**src/rtl/uart_tx_ctrl.sv**
```systemverilog
// UART TX sequencer: one-entry holding buffer, programmable bit period, TX status writeback.
// Optional parity bit generation is compiled in when UART_TX_PARITY_EN is defined.
module uart_tx_ctrl #(
  parameter int DATA_WIDTH = 32,
  parameter int DIV_WIDTH  = 16
) (
  input  logic                  clk_i,
  input  logic                  rstn_i,
  input  logic [DATA_WIDTH-1:0] ctrl_reg_i,
  input  logic [DATA_WIDTH-1:0] tx_reg_i,
  input  logic                  tx_wr_i,
  input  logic [DATA_WIDTH-1:0] stat_reg_i,
  output logic [DATA_WIDTH-1:0] stat_data_o,
  output logic                  stat_wr_en_o,
  output logic                  uart_tx_o,
  output logic                  busy_o
);

  typedef enum logic [2:0] {
    S_IDLE, S_START, S_DATA, S_PARITY, S_STOP1, S_STOP2
  } state_t;

  state_t                 state_q, state_d;
  logic [DIV_WIDTH-1:0]   baud_q, div_q;
  logic [2:0]             bit_q;
  logic [7:0]             sh_q, buf_q;
  logic                   buf_vld_q;
  logic                   two_stop_q;
`ifdef UART_TX_PARITY_EN
  logic                   par_en_q, par_bit_q;
`endif

  logic                   tx_en, wr_acc, bit_end, last_stop, frame_end;
  logic                   chain, start_frame, overrun;
  logic [7:0]             start_byte;
  logic [DIV_WIDTH-1:0]   ctrl_div;
  logic                   line_d, busy_d, stat_wr_d;
  logic [DATA_WIDTH-1:0]  stat_dat_d;

  assign tx_en       = ctrl_reg_i[0];
  assign ctrl_div    = ctrl_reg_i[16 +: DIV_WIDTH];
  assign wr_acc      = tx_wr_i & tx_en;
  assign bit_end     = (state_q != S_IDLE) && (baud_q == '0);
  assign last_stop   = (state_q == S_STOP2) || ((state_q == S_STOP1) && !two_stop_q);
  assign frame_end   = bit_end && last_stop;
  // A write landing on frame end with an empty buffer chains straight into the next frame.
  assign chain       = frame_end && ((buf_vld_q && tx_en) || wr_acc);
  assign start_frame = ((state_q == S_IDLE) && wr_acc) || chain;
  assign start_byte  = ((state_q != S_IDLE) && buf_vld_q) ? buf_q : tx_reg_i[7:0];
  assign overrun     = wr_acc && (state_q != S_IDLE) && !frame_end && buf_vld_q;

  // State and registered outputs
  always_ff @(posedge clk_i or negedge rstn_i) begin
    if (!rstn_i) begin
      state_q      <= S_IDLE;
      uart_tx_o    <= 1'b1;
      busy_o       <= 1'b0;
      stat_wr_en_o <= 1'b0;
      stat_data_o  <= '0;
    end else begin
      state_q      <= state_d;
      uart_tx_o    <= line_d;
      busy_o       <= busy_d;
      stat_wr_en_o <= stat_wr_d;
      stat_data_o  <= stat_dat_d;
    end
  end

  always_comb begin
    state_d = state_q;
    case (state_q)
      S_IDLE:   if (wr_acc) state_d = S_START;
      S_START:  if (bit_end) state_d = S_DATA;
      S_DATA:
        if (bit_end && (bit_q == 3'd7)) begin
`ifdef UART_TX_PARITY_EN
          state_d = par_en_q ? S_PARITY : S_STOP1;
`else
          state_d = S_STOP1;
`endif
        end
      S_PARITY: if (bit_end) state_d = S_STOP1;
      S_STOP1:
        if (bit_end) begin
          if (two_stop_q) state_d = S_STOP2;
          else            state_d = chain ? S_START : S_IDLE;
        end
      S_STOP2:  if (bit_end) state_d = chain ? S_START : S_IDLE;
      default:  state_d = S_IDLE;
    endcase
  end

  always_comb begin
    busy_d = (state_d != S_IDLE);
    line_d = 1'b1;
    case (state_d)
      S_START:  line_d = 1'b0;
      S_DATA:   line_d = ((state_q == S_DATA) && bit_end) ? sh_q[1] : sh_q[0];
`ifdef UART_TX_PARITY_EN
      S_PARITY: line_d = par_bit_q;
`endif
      default:  line_d = 1'b1;
    endcase
    stat_wr_d  = start_frame || frame_end || overrun;
    stat_dat_d = {stat_reg_i[DATA_WIDTH-1:3], stat_reg_i[2] | overrun, busy_d,
                  stat_reg_i[0] | frame_end};
  end

  // Shifter, baud counter and per-frame configuration
  always_ff @(posedge clk_i or negedge rstn_i) begin
    if (!rstn_i) begin
      baud_q     <= '0;
      div_q      <= '0;
      bit_q      <= '0;
      sh_q       <= '0;
      two_stop_q <= 1'b0;
`ifdef UART_TX_PARITY_EN
      par_en_q   <= 1'b0;
      par_bit_q  <= 1'b0;
`endif
    end else if (start_frame) begin
      baud_q     <= ctrl_div;
      div_q      <= ctrl_div;
      bit_q      <= '0;
      sh_q       <= start_byte;
      two_stop_q <= ctrl_reg_i[3];
`ifdef UART_TX_PARITY_EN
      par_en_q   <= ctrl_reg_i[1];
      par_bit_q  <= (^start_byte) ^ ctrl_reg_i[2];
`endif
    end else if (bit_end) begin
      baud_q <= div_q;
      if (state_q == S_DATA) begin
        sh_q  <= {1'b0, sh_q[7:1]};
        bit_q <= bit_q + 3'd1;
      end
    end else if (state_q != S_IDLE) begin
      baud_q <= baud_q - 1'b1;
    end
  end

  always_ff @(posedge clk_i or negedge rstn_i) begin
    if (!rstn_i) begin
      buf_vld_q <= 1'b0;
      buf_q     <= '0;
    end else if (state_q != S_IDLE) begin
      if (frame_end) begin
        // Buffer drains on chaining; refilled only when a write coincides with it.
        buf_vld_q <= buf_vld_q && tx_en && wr_acc;
        if (buf_vld_q && wr_acc) buf_q <= tx_reg_i[7:0];
      end else if (wr_acc && !buf_vld_q) begin
        buf_vld_q <= 1'b1;
        buf_q     <= tx_reg_i[7:0];
      end
    end
  end

endmodule

```
**config.mk**
```make
export PLATFORM = sky130hd
export DESIGN_NAME = uart_tx_ctrl
export DESIGN_NICKNAME = d
export VERILOG_FILES = /design/src/rtl/uart_tx_ctrl.sv
export SDC_FILE = /design/constraint.sdc
export NUM_CORES = 1
export LEC_CHECK = 0
export CORE_MARGIN = 3
export CORE_UTILIZATION = 49
export DETAILED_ROUTE_END_ITERATION = 10
export PLACE_DENSITY = 0.95
export SLEW_MARGIN = 15
export SYNTH_ARGS = -nofsm -noshare
export SYNTH_HDL_FRONTEND = slang
export SYNTH_SLANG_ARGS = --single-unit
export TNS_END_PERCENT = 10
```
**constraint.sdc**
```tcl
create_clock -name clk_i -period 7 [get_ports clk_i]
set_clock_uncertainty 0.15 [all_clocks]
set_input_delay 1.4 -clock clk_i [delete_from_list [all_inputs] [get_ports clk_i]]
set_output_delay 1.4 -clock clk_i [all_outputs]
set_load 0.03 [all_outputs]
```
---- Word-level counts from Yosys, hierarchy flattened ----
Cells that the tools add are included.
operators by class
  $add $sub $neg .......................... 2
  eq/ne operators ......................... 9
  multiplexer cells ....................... 26
  bitwise gates (word level) .............. 3
  reduce and logical (&&, ||, !) cells .... 34
operators with widths
  kind                                                   count
  2-to-1 mux 8 bit                                       7
  2-to-1 mux 16 bit                                      3
  2-to-1 mux 3 bit                                       10
  one-hot mux 3 bit (6 select lines)                     1
  logical NOT 16 bit                                     1
  subtractor 16 x 1 -> 16 bit, second input constant     1
  logical AND 1 bit                                      15
  == test 3 x 2 -> 1 bit, second input constant          3
  == test 3 bit, second input constant                   3
  nonzero test 3 bit                                     3
  == test 3 x 1 -> 1 bit, second input constant          2
  nonzero test 2 bit                                     3
  logical OR 1 bit                                       5
  2-to-1 mux 1 bit                                       4
  AND reduction 2 bit                                    2
  adder 3 x 1 -> 3 bit, second input constant            1
  logical NOT 1 bit                                      3
  logical NOT 3 bit                                      1
  AND reduction 3 bit                                    1
  inequality test 2 x 1 -> 1 bit, second input constant  1
  OR 1 bit                                               2
  one-hot mux 1 bit (2 select lines)                     1
  bitwise AND 1 bit                                      1
storage, ports and cells
  flip-flop bits (word level) ............. 91
  input bits .............................. 99
  word-level logic and storage cells ...... 86

---- Logic depth before layout (Yosys ltp) ----
  depth after elaboration ................. 11
  mapped depth ............................ 10
  depth with buffers taken out ............ 7

---- Worst setup path before layout ----
Ideal clock, no wire load.
  path kind ............................... input to register
  start point ............................. input port tx_wr_i
  end point ............................... register sh_q[3]
  arrival ................................. 2.621 ns
  data required time ...................... 6.713 ns
  slack ................................... 4.092 ns
  stages .................................. 7
  buffers on the path ..................... 2
  cell sequence ........................... o21ai_0 or3_1 o31a_1 clkbuf_1 clkbuf_1 a211oi_1 a21oi_1
on the way
  longest elaborated chain between the ends .. 6
  elaborated cells on any way between the ends .. 9
  those cells by class .................... 1 x mux; 1 x bitwise; 7 x reduce/logical
ends and longest elaborated chain
  what                                  line  text
  start, declared                       11    input logic tx_wr_i,
  bitwise AND 1 bit (*)                 42    assign wr_acc = tx_wr_i & tx_en;
  logical OR 1 bit                      47    assign chain = frame_end && ((buf_vld_q && tx_en) || wr_acc);
  logical AND 1 bit                     47
  logical OR 1 bit (*)                  48    assign start_frame = ((state_q == S_IDLE) && wr_acc) || chain;
  nonzero test 2 bit (no source line)   -
  AND reduction 2 bit (no source line)  -
  end signal, assigned                  125   sh_q <= start_byte;
  end signal, assigned                  134   sh_q <= {1'b0, sh_q[7:1]};
  end, declared                         26    logic [7:0] sh_q, buf_q;
Every way passes the cells marked *; elsewhere a longest branch is shown, timed or not.
A chain may end at the register's enable or synchronous reset.

---- Worst setup path after layout ----
  start point ............................. input port tx_wr_i
  end point ............................... register sh_q[6]
Same word-level chain as after synthesis.

==> impl_metrics.ini <==
[worst_setup_path]
startpoint_type = input port
crit_type = in -> reg
end_kind = flop
cp_data_arrival_time_ns = 3.94
crit_required_ns = 7.09
critPathMaxFanout = 12

[run]
maxCapViolations = 0

[timing]
fmax_ghz = 0.260
worst_slew_pin_slew_ns = 1.08
final_max_slew_viol_count = 0
slew_headroom = 0.282
min_period_over_period = 0.550
setup_viol = 0
final.min_clock_period_ns = 3.85
hold_viol = 0
setup_slack_ns = 3.15
finalSetupTns_ns = 0
rsz0062_at_grt = no

[logic_synthesis]
async_reset_ff_frac = 1.00
yosysWarnings = 0
yosysSeqAreaShare = 0.567
avgSynthCellArea_um2 = 10.7
synth.distinct_cells = 52
synthXorXnorAreaFrac = 0.0220
netlist.area_leader.share = 0.560
synthMuxAreaShare = 0.0610
synth-seq-cells = 90
synth-edff-count = 0
synth_compound_area_frac = 0.127
synth_top_family_by_area = simple AND/OR/NAND/NOR gates
yosys-top-cells-count = dfrtp_1 (89), nand2_1 (78), o21ai_0 (16)
yosysTopAreaCell = dfrtp_1
dominantRegCellSynth = dfrtp_1
post_synth_fa_ha_maj_area_fraction = 0.0126
synth_most_common_cell = dfrtp_1
synth_cells = 371
synth_simple_gate_area_frac = 0.180
syn_nets = 474
synth_area_mm2 = 0.00398
synthTopCellsByArea = dfrtp_1 (56%), nand2_1 (7.4%), mux2i_1 (3.3%)

[floorplan]
start_util = 0.509
dieArea_mm2 = 0.00923
dieHeight_um = 96.1
boundaryPins = 134
core_mm2 = 0.00781
die_x_um = 96.1
num_rows = 32

[clock_tree]
clk_pin_slew_ns = 0.09
cts_setup_buffers = 0
cts.htree.levels = 3
cts_resized = 0
clock-root-buffer = clkbuf_8
clkLatencyLatePin_ns = 0.35
ctsHoldBuffers = 0
cts_tree = yes
cts_made_buffers = 9
ctsLongestPathBuffers = 2
cts_num_sinks = 90

[run_status]
status = finished clean

[global_routing]
grt_max_degree = 91
overflow = 0
antenna_found_initial = 0
grt_pass1_vias = 3034
track_usage = 0.206
grt_first_pass_wirelength_mm = 14.6

[pwr]
p_leak_uw = 0.00219
irDropWorstVdd_mv = 0.168
p_total_uw = 1490
powerDensity_mw_per_mm2 = 290

[final_layout]
final_nets = 559
seqCellArea_mm2 = 0.00225
diodes = 0
final_area_mm2 = 0.00514
multiInputGateArea_mm2 = 0.00161
fillerInstances = 583
areaGrowthSynthToFinish_pct = 29.1
drive_gt1_frac = 0.0868

[detailed_routing]
drtIter0Drc = 273
drt_wl_total_mm = 8.84
firstDrtPassIters = 5
vias = 3146
viasPerCell = 5.59
wl_per_cell_um = 15.7
postRouteAntennaNets = 0
drcViolationCount = 0

[hold_path]
hold_class = reg -> reg

[placed_design]
detailed_place_hpwl_mm = 6.20
place_ws_ns = 2.84
io_buffer_count = 94
place_area_mm2 = 0.00496
routabilityCongestion = 0.878
## placed cells by master, fill, tap and decap left out, types with 2 or more instances in the layout
cell	Yosys	layout
clkbuf_8	0	9
nor3_2	3	3
nor2b_1	3	3
clkinvlp_4	0	3
o31a_1	4	4
a221o_1	2	2
inv_6	0	2
and3_1	7	7
xnor2_1	10	10
mux2_2	8	8
mux2i_1	13	13
ha_1	4	4
a211oi_1	5	5
nor3_1	9	9
a21o_1	2	2
o22ai_1	2	2
nand3_1	11	11
a21oi_1	14	14
o221ai_1	2	2
nand2b_1	3	3
a31oi_1	2	2
clkdlybuf4s50_1	0	93
buf_4	2	2
o211ai_1	11	11
inv_1	4	4
or3_1	3	3
o21ai_0	16	16
nor2_1	15	15
nand3b_1	3	3
nand2_1	78	78
nor4_1	4	4
dfrtp_1	89	89
## flip-flops by register name (all words and copies together) (netlist names)
register,cells
sh_q,8
state_q,3
two_stop_q,1
bit_q,3
buf_vld_q,1
uart_tx_o,1
buf_q,8
div_q,16
stat_wr_en_o,1
stat_data_o,32
baud_q,16
## power breakdown
part | total (uW) | switching (uW) | internal, uW
sequential | 753 | 109 | 644
combinational | 416 | 222 | 193
clock | 322 | 189 | 132
total | 1490 | 521 | 969
## kinds of logic (layout without fill, tap and decap cells)
family                     Yosys count  after routing
AOI/OAI and AO/OA                   70             70
xor gates and xnor gates            10             10
DFF                                 90             90
muxes                               22             22
buffers and inverters               26            116
and+or+nand+nor                    149            149
adders and majority gates            4              4
## metal layers
metal / track usage / part of all wire
met2: 0.311 / 0.48
met4: 0.0723 / 0.015
met3: 0.0735 / 0.080
met5: 0 / 0
met1: 0.275 / 0.43
## worst paths after layout
path                            startpoint    endpoint  slack, ns  cells after the start
worst max-delay path               tx_wr_i     sh_q[6]       3.15                      7
worst min-delay path              div_q[3]    div_q[3]       0.33                      2
worst max register to register   baud_q[4]     sh_q[6]       3.43                      6
worst min register to register    div_q[3]    div_q[3]       0.33                      2
max in group asynchronous           rstn_i  two_stop_q       5.22                      1
min in group asynchronous           rstn_i   div_q[13]       0.94                      1
## cell type report
| type | count | share of cell area |
|---|---|---|
| clock buffers | 10 | 0.0248 |
| clock inverters | 6 | 0.00950 |
| inverters | 4 | 0.00292 |
| multi-input cells | 255 | 0.313 |
| flip-flops and latches | 90 | 0.439 |
| well taps | 102 | 0.0248 |
| repair buffers | 96 | 0.186 |
## worst max-delay path, cell delays in order
cell and delay (ns):
clkdlybuf4s50_1 0.55, o21ai_0 0.11, or3_1 0.38, o31ai_2 0.79, buf_4 0.32, nor2_1 0.09, a221o_1 0.31
## per-stage QoR
stage | hold WS, ns | util | cells
6_report | 0.334 | 0.658 | 563
5_1_grt | 0.369 | 0.658 | 563
4_1_cts | 0.335 | 0.657 | 563
3_5_place_dp | 0.314 | 0.635 | 547
3_3_place_gp | 0.303 | 0.635 | 547
2_1_floorplan | 0.288 | - | 371
Note: power is estimated with default switching activity, not from simulation.
